## src/rtl/frame_sequencer.sv

```systemverilog
// frame_sequencer: per-frame AXI-Stream controller (header capture, payload
// forwarding, oversize drop, one status record per frame).
// Optional: define FRAME_SEQ_STATS_EN for cnt_frames/cnt_runt/cnt_oversize.
module frame_sequencer #(
  parameter int DATA_WIDTH       = 64,
  parameter int HEADER_BYTES     = 18,
  parameter int MIN_FRAME_BYTES  = 60,
  parameter int MAX_FRAME_BYTES  = 1522,
  localparam int BPB             = DATA_WIDTH / 8,
  localparam int HDR_BEATS       = (HEADER_BYTES + BPB - 1) / BPB,
  localparam int LEN_W           = $clog2(MAX_FRAME_BYTES + BPB) + 1,
  localparam int IDX_W           = $clog2(HDR_BEATS + 1)
) (
  input  logic                  clk,
  input  logic                  rst,
  input  logic                  s_tvalid,
  input  logic [DATA_WIDTH-1:0] s_tdata,
  input  logic [BPB-1:0]        s_tkeep,
  input  logic                  s_tlast,
  output logic                  s_tready,
  output logic                  hdr_we,
  output logic [IDX_W-1:0]      hdr_beat_idx,
  output logic                  header_done,
  output logic                  m_tvalid,
  output logic [DATA_WIDTH-1:0] m_tdata,
  output logic [BPB-1:0]        m_tkeep,
  output logic                  m_tlast,
  input  logic                  m_tready,
  output logic                  stat_valid,
  output logic [LEN_W-1:0]      stat_len,
  output logic                  stat_runt,
  output logic                  stat_oversize
`ifdef FRAME_SEQ_STATS_EN
  ,
  output logic [31:0]           cnt_frames,
  output logic [31:0]           cnt_runt,
  output logic [31:0]           cnt_oversize
`endif
);

  localparam logic [LEN_W-1:0] BPB_LEN  = LEN_W'(BPB);
  localparam logic [LEN_W-1:0] MAX_LEN  = LEN_W'(MAX_FRAME_BYTES);
  localparam logic [LEN_W-1:0] MIN_LEN  = LEN_W'(MIN_FRAME_BYTES);
  localparam logic [IDX_W-1:0] LAST_IDX = IDX_W'(HDR_BEATS - 1);

  typedef enum logic [2:0] {
    ST_IDLE    = 3'd0,
    ST_HEADER  = 3'd1,
    ST_PAYLOAD = 3'd2,
    ST_DROP    = 3'd3,
    ST_STATUS  = 3'd4
  } state_t;

  state_t            state_r;
  state_t            state_nxt;
  logic [LEN_W-1:0]  count_r;
  logic [IDX_W-1:0]  idx_r;
  logic              runt_r;
  logic              oversize_r;
  logic              header_done_r;
  logic [LEN_W-1:0]  add_s;
  logic [LEN_W:0]    sum_s;
  logic [LEN_W-1:0]  next_count_s;
  logic              over_s;
  logic              accept_s;

  function automatic logic [LEN_W-1:0] popcount(input logic [BPB-1:0] keep);
    logic [LEN_W-1:0] c;
    c = '0;
    for (int i = 0; i < BPB; i++) begin
      c = c + LEN_W'(keep[i]);
    end
    return c;
  endfunction

  assign accept_s    = s_tvalid & s_tready;
  assign header_done = header_done_r;

  // Saturating byte count as it would be after accepting the current beat.
  always_comb begin
    if (s_tlast) begin
      add_s = popcount(s_tkeep);
    end else begin
      add_s = BPB_LEN;
    end
    sum_s = {1'b0, count_r} + {1'b0, add_s};
    if (sum_s[LEN_W]) begin
      next_count_s = '1;
    end else begin
      next_count_s = sum_s[LEN_W-1:0];
    end
    over_s = (next_count_s > MAX_LEN);
  end

  // State register.
  always_ff @(posedge clk or posedge rst) begin
    if (rst) begin
      state_r <= ST_IDLE;
    end else begin
      state_r <= state_nxt;
    end
  end

  // Next-state logic.
  always_comb begin
    state_nxt = state_r;
    case (state_r)
      ST_IDLE: begin
        if (accept_s && s_tlast) begin
          state_nxt = ST_STATUS;
        end else if (accept_s) begin
          state_nxt = (HDR_BEATS == 1) ? ST_PAYLOAD : ST_HEADER;
        end else begin
          state_nxt = ST_IDLE;
        end
      end
      ST_HEADER: begin
        if (accept_s && s_tlast) begin
          state_nxt = ST_STATUS;
        end else if (accept_s && (idx_r == LAST_IDX)) begin
          state_nxt = ST_PAYLOAD;
        end else begin
          state_nxt = ST_HEADER;
        end
      end
      ST_PAYLOAD: begin
        if (accept_s && s_tlast) begin
          state_nxt = ST_STATUS;
        end else if (accept_s && over_s) begin
          state_nxt = ST_DROP;
        end else begin
          state_nxt = ST_PAYLOAD;
        end
      end
      ST_DROP: begin
        if (accept_s && s_tlast) begin
          state_nxt = ST_STATUS;
        end else begin
          state_nxt = ST_DROP;
        end
      end
      ST_STATUS: state_nxt = ST_IDLE;
      default:   state_nxt = ST_IDLE;
    endcase
  end

  // Per-frame counters and flags; cleared as the status record is emitted.
  always_ff @(posedge clk or posedge rst) begin
    if (rst) begin
      count_r       <= '0;
      idx_r         <= '0;
      runt_r        <= 1'b0;
      oversize_r    <= 1'b0;
      header_done_r <= 1'b0;
    end else begin
      header_done_r <= 1'b0;
      if (state_r == ST_STATUS) begin
        count_r    <= '0;
        idx_r      <= '0;
        runt_r     <= 1'b0;
        oversize_r <= 1'b0;
      end else if (accept_s) begin
        count_r <= next_count_s;
        case (state_r)
          ST_IDLE: begin
            idx_r <= IDX_W'(1);
            if (s_tlast) begin
              runt_r <= 1'b1;
            end else begin
              header_done_r <= (HDR_BEATS == 1);
            end
          end
          ST_HEADER: begin
            idx_r <= idx_r + IDX_W'(1);
            if (idx_r == LAST_IDX) begin
              header_done_r <= 1'b1;
            end else begin
              runt_r <= s_tlast;
            end
          end
          ST_PAYLOAD: begin
            oversize_r <= over_s;
          end
          default: begin
            oversize_r <= oversize_r;
          end
        endcase
      end else begin
        count_r <= count_r;
      end
    end
  end

  // Output decode; payload is a combinational pass-through.
  always_comb begin
    s_tready      = 1'b0;
    hdr_we        = 1'b0;
    hdr_beat_idx  = '0;
    m_tvalid      = 1'b0;
    m_tdata       = '0;
    m_tkeep       = '0;
    m_tlast       = 1'b0;
    stat_valid    = 1'b0;
    stat_len      = '0;
    stat_runt     = 1'b0;
    stat_oversize = 1'b0;
    case (state_r)
      ST_IDLE, ST_HEADER: begin
        s_tready     = 1'b1;
        hdr_we       = s_tvalid;
        hdr_beat_idx = idx_r;
      end
      ST_PAYLOAD: begin
        s_tready = m_tready;
        m_tvalid = s_tvalid;
        m_tdata  = s_tdata;
        m_tkeep  = s_tkeep;
        m_tlast  = s_tlast | over_s;
      end
      ST_DROP: begin
        s_tready = 1'b1;
      end
      ST_STATUS: begin
        stat_valid    = 1'b1;
        stat_len      = count_r;
        stat_runt     = runt_r | (count_r < MIN_LEN);
        stat_oversize = oversize_r;
      end
      default: begin
        s_tready = 1'b0;
      end
    endcase
  end

`ifdef FRAME_SEQ_STATS_EN
  // Free-running frame statistics, wrapping modulo 2^32.
  always_ff @(posedge clk or posedge rst) begin
    if (rst) begin
      cnt_frames   <= 32'd0;
      cnt_runt     <= 32'd0;
      cnt_oversize <= 32'd0;
    end else if (state_r == ST_STATUS) begin
      cnt_frames   <= cnt_frames + 32'd1;
      cnt_runt     <= cnt_runt + {31'd0, stat_runt};
      cnt_oversize <= cnt_oversize + {31'd0, stat_oversize};
    end else begin
      cnt_frames   <= cnt_frames;
    end
  end
`endif

endmodule

```

## config.mk

```make
export PLATFORM = sky130hd
export DESIGN_NAME = frame_sequencer
export DESIGN_NICKNAME = d
export VERILOG_FILES = /design/src/rtl/frame_sequencer.sv
export SDC_FILE = /design/constraint.sdc
export NUM_CORES = 1
export LEC_CHECK = 0
export CAP_MARGIN = 25
export CORE_MARGIN = 2
export CORE_UTILIZATION = 37
export DETAILED_ROUTE_END_ITERATION = 10
export PLACE_DENSITY = 0.88
export SKIP_LAST_GASP = 1
export SLEW_MARGIN = 10
export SYNTH_ARGS = -nofsm -noshare
export SYNTH_HDL_FRONTEND = slang
export SYNTH_SLANG_ARGS = --single-unit
```

## constraint.sdc

```tcl
create_clock -name clk -period 13.2 [get_ports clk]
set_input_delay 2.64 -clock clk [delete_from_list [all_inputs] [get_ports clk]]
set_output_delay 2.64 -clock clk [all_outputs]
set_load 0.005 [all_outputs]
```

==> impl_metrics.toml <==
[placement]
hpwl_um = 7210
portBuffers = 170
gp_congestion = 0.922
place_area_sq_um = 3960

[timing]
drv_slew = 0
finalClockSkew_ns = 0.00116
rsz0062_at_grt = "no"
hold_viol_final = 0
setup_viol = 0
setup_tns_ns = 0
slew-limit-headroom = 0.449
worst_pin_slew_ns = 0.827
fin_hold_ws_ns = 0.516
timing.fmax_mhz = 95.6
fin_crit_ns = 10.46
period_share = 0.792

[outcome]
status = "complete, no violations"

[pwr]
p_int_mw = 0.177
clkPwrFrac = 0.141
power.share.switching = 0.397
p_comb_frac = 0.541
switchingPower_mw = 0.116
peakVddDrop_mv = 0.0896
seqPwrFrac = 0.319
power_density_nw_per_um2 = 73.3
leakage_nw = 1.69
total_power_mw = 0.293

[final_layout]
final-seq-area_sq_um = 500
synthToLayoutAreaGrowth_pct = 80.3
multi_input_area_sq_um = 1570
fin_area_sq_um = 4000
fillCellCount = 496
utilization = 0.684
antennaDiodeCount = 0
drive_above_1_share = 0.0331
nets = 545

[logic_synthesis]
yosys.area.top_type = "dfrtp_1"
synthesis.nets = 387
avgSynthCellArea_sq_um = 7.47
synthMuxAreaShare = 0.0141
synth_edf_count = 0
yosys.area_share.simple = 0.428
synth-seq-cells = 20
synthTopCellsByArea = "dfrtp_1 (23%), and2_1 (20%), nor2_1 (5.6%)"
syn_inst = 297
yosys_most_used_dff = "dfrtp_1"
yosysSeqAreaShare = 0.225
synth_compound_area_frac = 0.159
synth_top_family_by_area = "simple AND/OR/NAND/NOR gates"
ys_warn_count = 0
netlist.area_leader.share = 0.225
synth_xor_area_frac = 0.0118
synth_area_sq_um = 2220
ys_types = 49
synthAdderAreaFrac = 0.0902
async_flop_share = 1.00

[cts]
clock_latency_ns = 0.26
clockBufferDepth = 2
cts_tree = "built"
postCtsSetupRepairBufs = 0
post_cts_resize_count = 0
cts.clk_slew.worst_paths_ns = 0.07
cts_hold_buf = 0
cts.sinks = 20
cts_made_buffers = 3
clockRootBuffer = "clkbuf_8"
htree_levels = 1

[setup_path]
worst_setup_path_start_kind = "input port"
critPathMaxFanout = 4
ff2ff_setup_slack_ns = 10.74
crit_required_ns = 10.56
slowest_stage = "fa_1"
crit_chain = "clkdlybuf4s50_1, inv_1, fa_1, fa_1, fa_1, inv_1, ha_1, fa_1, and2_1, fa_1, a211o_2, o21ai_0, nor2_1, a211oi_4, a31oi_1, a31oi_1, clkdlybuf4s50_1"
worst-r2r-cell-count = 8
end_kind = "primary output"
crit_arrival_ns = 7.82
r2r-start = "count_r[0]"
max_stage_delay_ns = 0.57
crit_type = "in2out"
r2r_end = "oversize_r"
path_common_cell = "fa_1"

[die]
ios = 171
dieArea_sq_um = 6630
start_util = 0.379
die_x_um = 81.5
fp.dieH_um = 81.5
placeableCoreArea_sq_um = 5850
rows = 28

[drt]
drc_errors = 0
wirelength_um = 8640
drtAntennaViolNets = 0
avgRoutedWirePerCell_um = 16.4
vias_per_cell = 5.15
drtIter0Drc = 74
drt_first_pass_iters = 4
num_vias = 2719

[grt]
track_usage = 0.251
antenna_found_initial = 0
grt_pass1_wl_um = 12700
globalRouteOverflowTotal = 0
grt_max_degree = 53
grt_pass1_vias = 2515

[worst_hold_path]
hold_depth = 1
worstHoldEndpoint = "runt_r"
hp-class = "reg2reg"
hp-start = "runt_r"

[run]
cap_violations = 0
layer usage:
metal / global-route usage / wire, um / vias up
met5: 0 / 0 / -
met4: 0.0763 / 212 / 0
li1: - / - / 1312
met2: 0.473 / 4530 / 128
met1: 0.290 / 3180 / 1262
met3: 0.0374 / 708 / 17
flip-flops by register name (all words and copies together) (netlist names):
| register | count |
|---|---|
| count_r | 12 |
| header_done | 1 |
| idx_r | 2 |
| oversize_r | 1 |
| runt_r | 1 |
| state_r | 3 |
synthesized netlist by cell type, types with 2 or more instances:
cell type  number
nand2_1        14
and4_1          2
a21oi_1        14
clkbuf_1       15
a311oi_1        2
nor3b_1         4
and3_1         14
nor4_1          2
and2_1         70
o21ai_0        10
nor4b_1         2
mux2i_1         2
a211oi_2        2
nor3_1          6
inv_1          21
nand4_1         3
nor2_1         33
a211oi_1        3
a31oi_1         6
xor2_1          2
buf_2           4
fa_1            5
o21a_1          2
dfrtp_1        20
ha_1            8
nor2b_1         2
nand3_1         7
cells by family (layout without fill, tap and decap cells):
group,count (synthesis),after routing
and+or+nand+nor,166,166
muxes,3,3
AOI/OAI and AO/OA,51,51
xor gates and xnor gates,3,3
buffers and inverters,41,197
DFF,20,20
adders and majority gates,13,13
power by group through the flow:
stage | Clock (mW) | Sequential (mW) | Combinational (mW)
after floorplan | 0 | 0.0842 | 0.104
after global placement | 0 | 0.0933 | 0.151
after detailed placement | 0 | 0.0942 | 0.158
after CTS | 0.0415 | 0.0931 | 0.158
after global routing | 0.0438 | 0.0960 | 0.176
final | 0.0413 | 0.0935 | 0.159
cell usage in the layout, fill, tap and decap left out, types with 2 or more instances in the layout:
cell type          n
a21oi_1           14
o21a_1             2
o21ai_0           10
a211oi_1           3
xor2_1             2
mux2i_1            2
ha_1               8
buf_4              2
nor2b_1            2
fa_1               5
dfrtp_1           20
nand3_1            7
clkbuf_8           3
clkdlybuf4s50_1  170
nor4b_1            2
nand2_1           14
inv_1             21
and3_1            14
nor3_1             6
nand4_1            3
and2_1            70
a311oi_1           2
nor3b_1            4
nor2_1            33
a211oi_2           2
a31oi_1            6
and4_1             2
nor4_1             2
per-stage QoR:
step           cells  setup slack (ns)
2_1_floorplan    297              4.00
3_3_place_gp     525              2.90
3_5_place_dp     525              2.76
4_1_cts          528              2.75
5_1_grt          528              2.50
6_report         528              2.74
worst max-delay path, delay by kind of cell:
family | cells | cell delay, ns
simple gates | 2 | 0.35
buf+inv | 4 | 1.11
compound gates | 5 | 1.10
fa+ha+maj | 6 | 2.62
layout make-up:
type,instances,area share
inverters,22,0.0206
repair buffers,172,0.429
flip-flops and latches,20,0.125
clock buffers,3,0.0103
well taps,75,0.0235
multi-input cells,236,0.391
worst max path at each step:
| stage | startpoint | to | cells after the start |
|---|---|---|---|
| CTS | s_tkeep[0] | m_tlast | 17 |
| finish | s_tkeep[0] | m_tlast | 17 |
| global placement | s_tkeep[0] | m_tlast | 17 |
| detailed placement | s_tkeep[0] | m_tlast | 17 |
| floorplan | s_tkeep[0] | m_tlast | 15 |
| global route | s_tkeep[0] | m_tlast | 17 |
(Power assumes the default switching activity.)
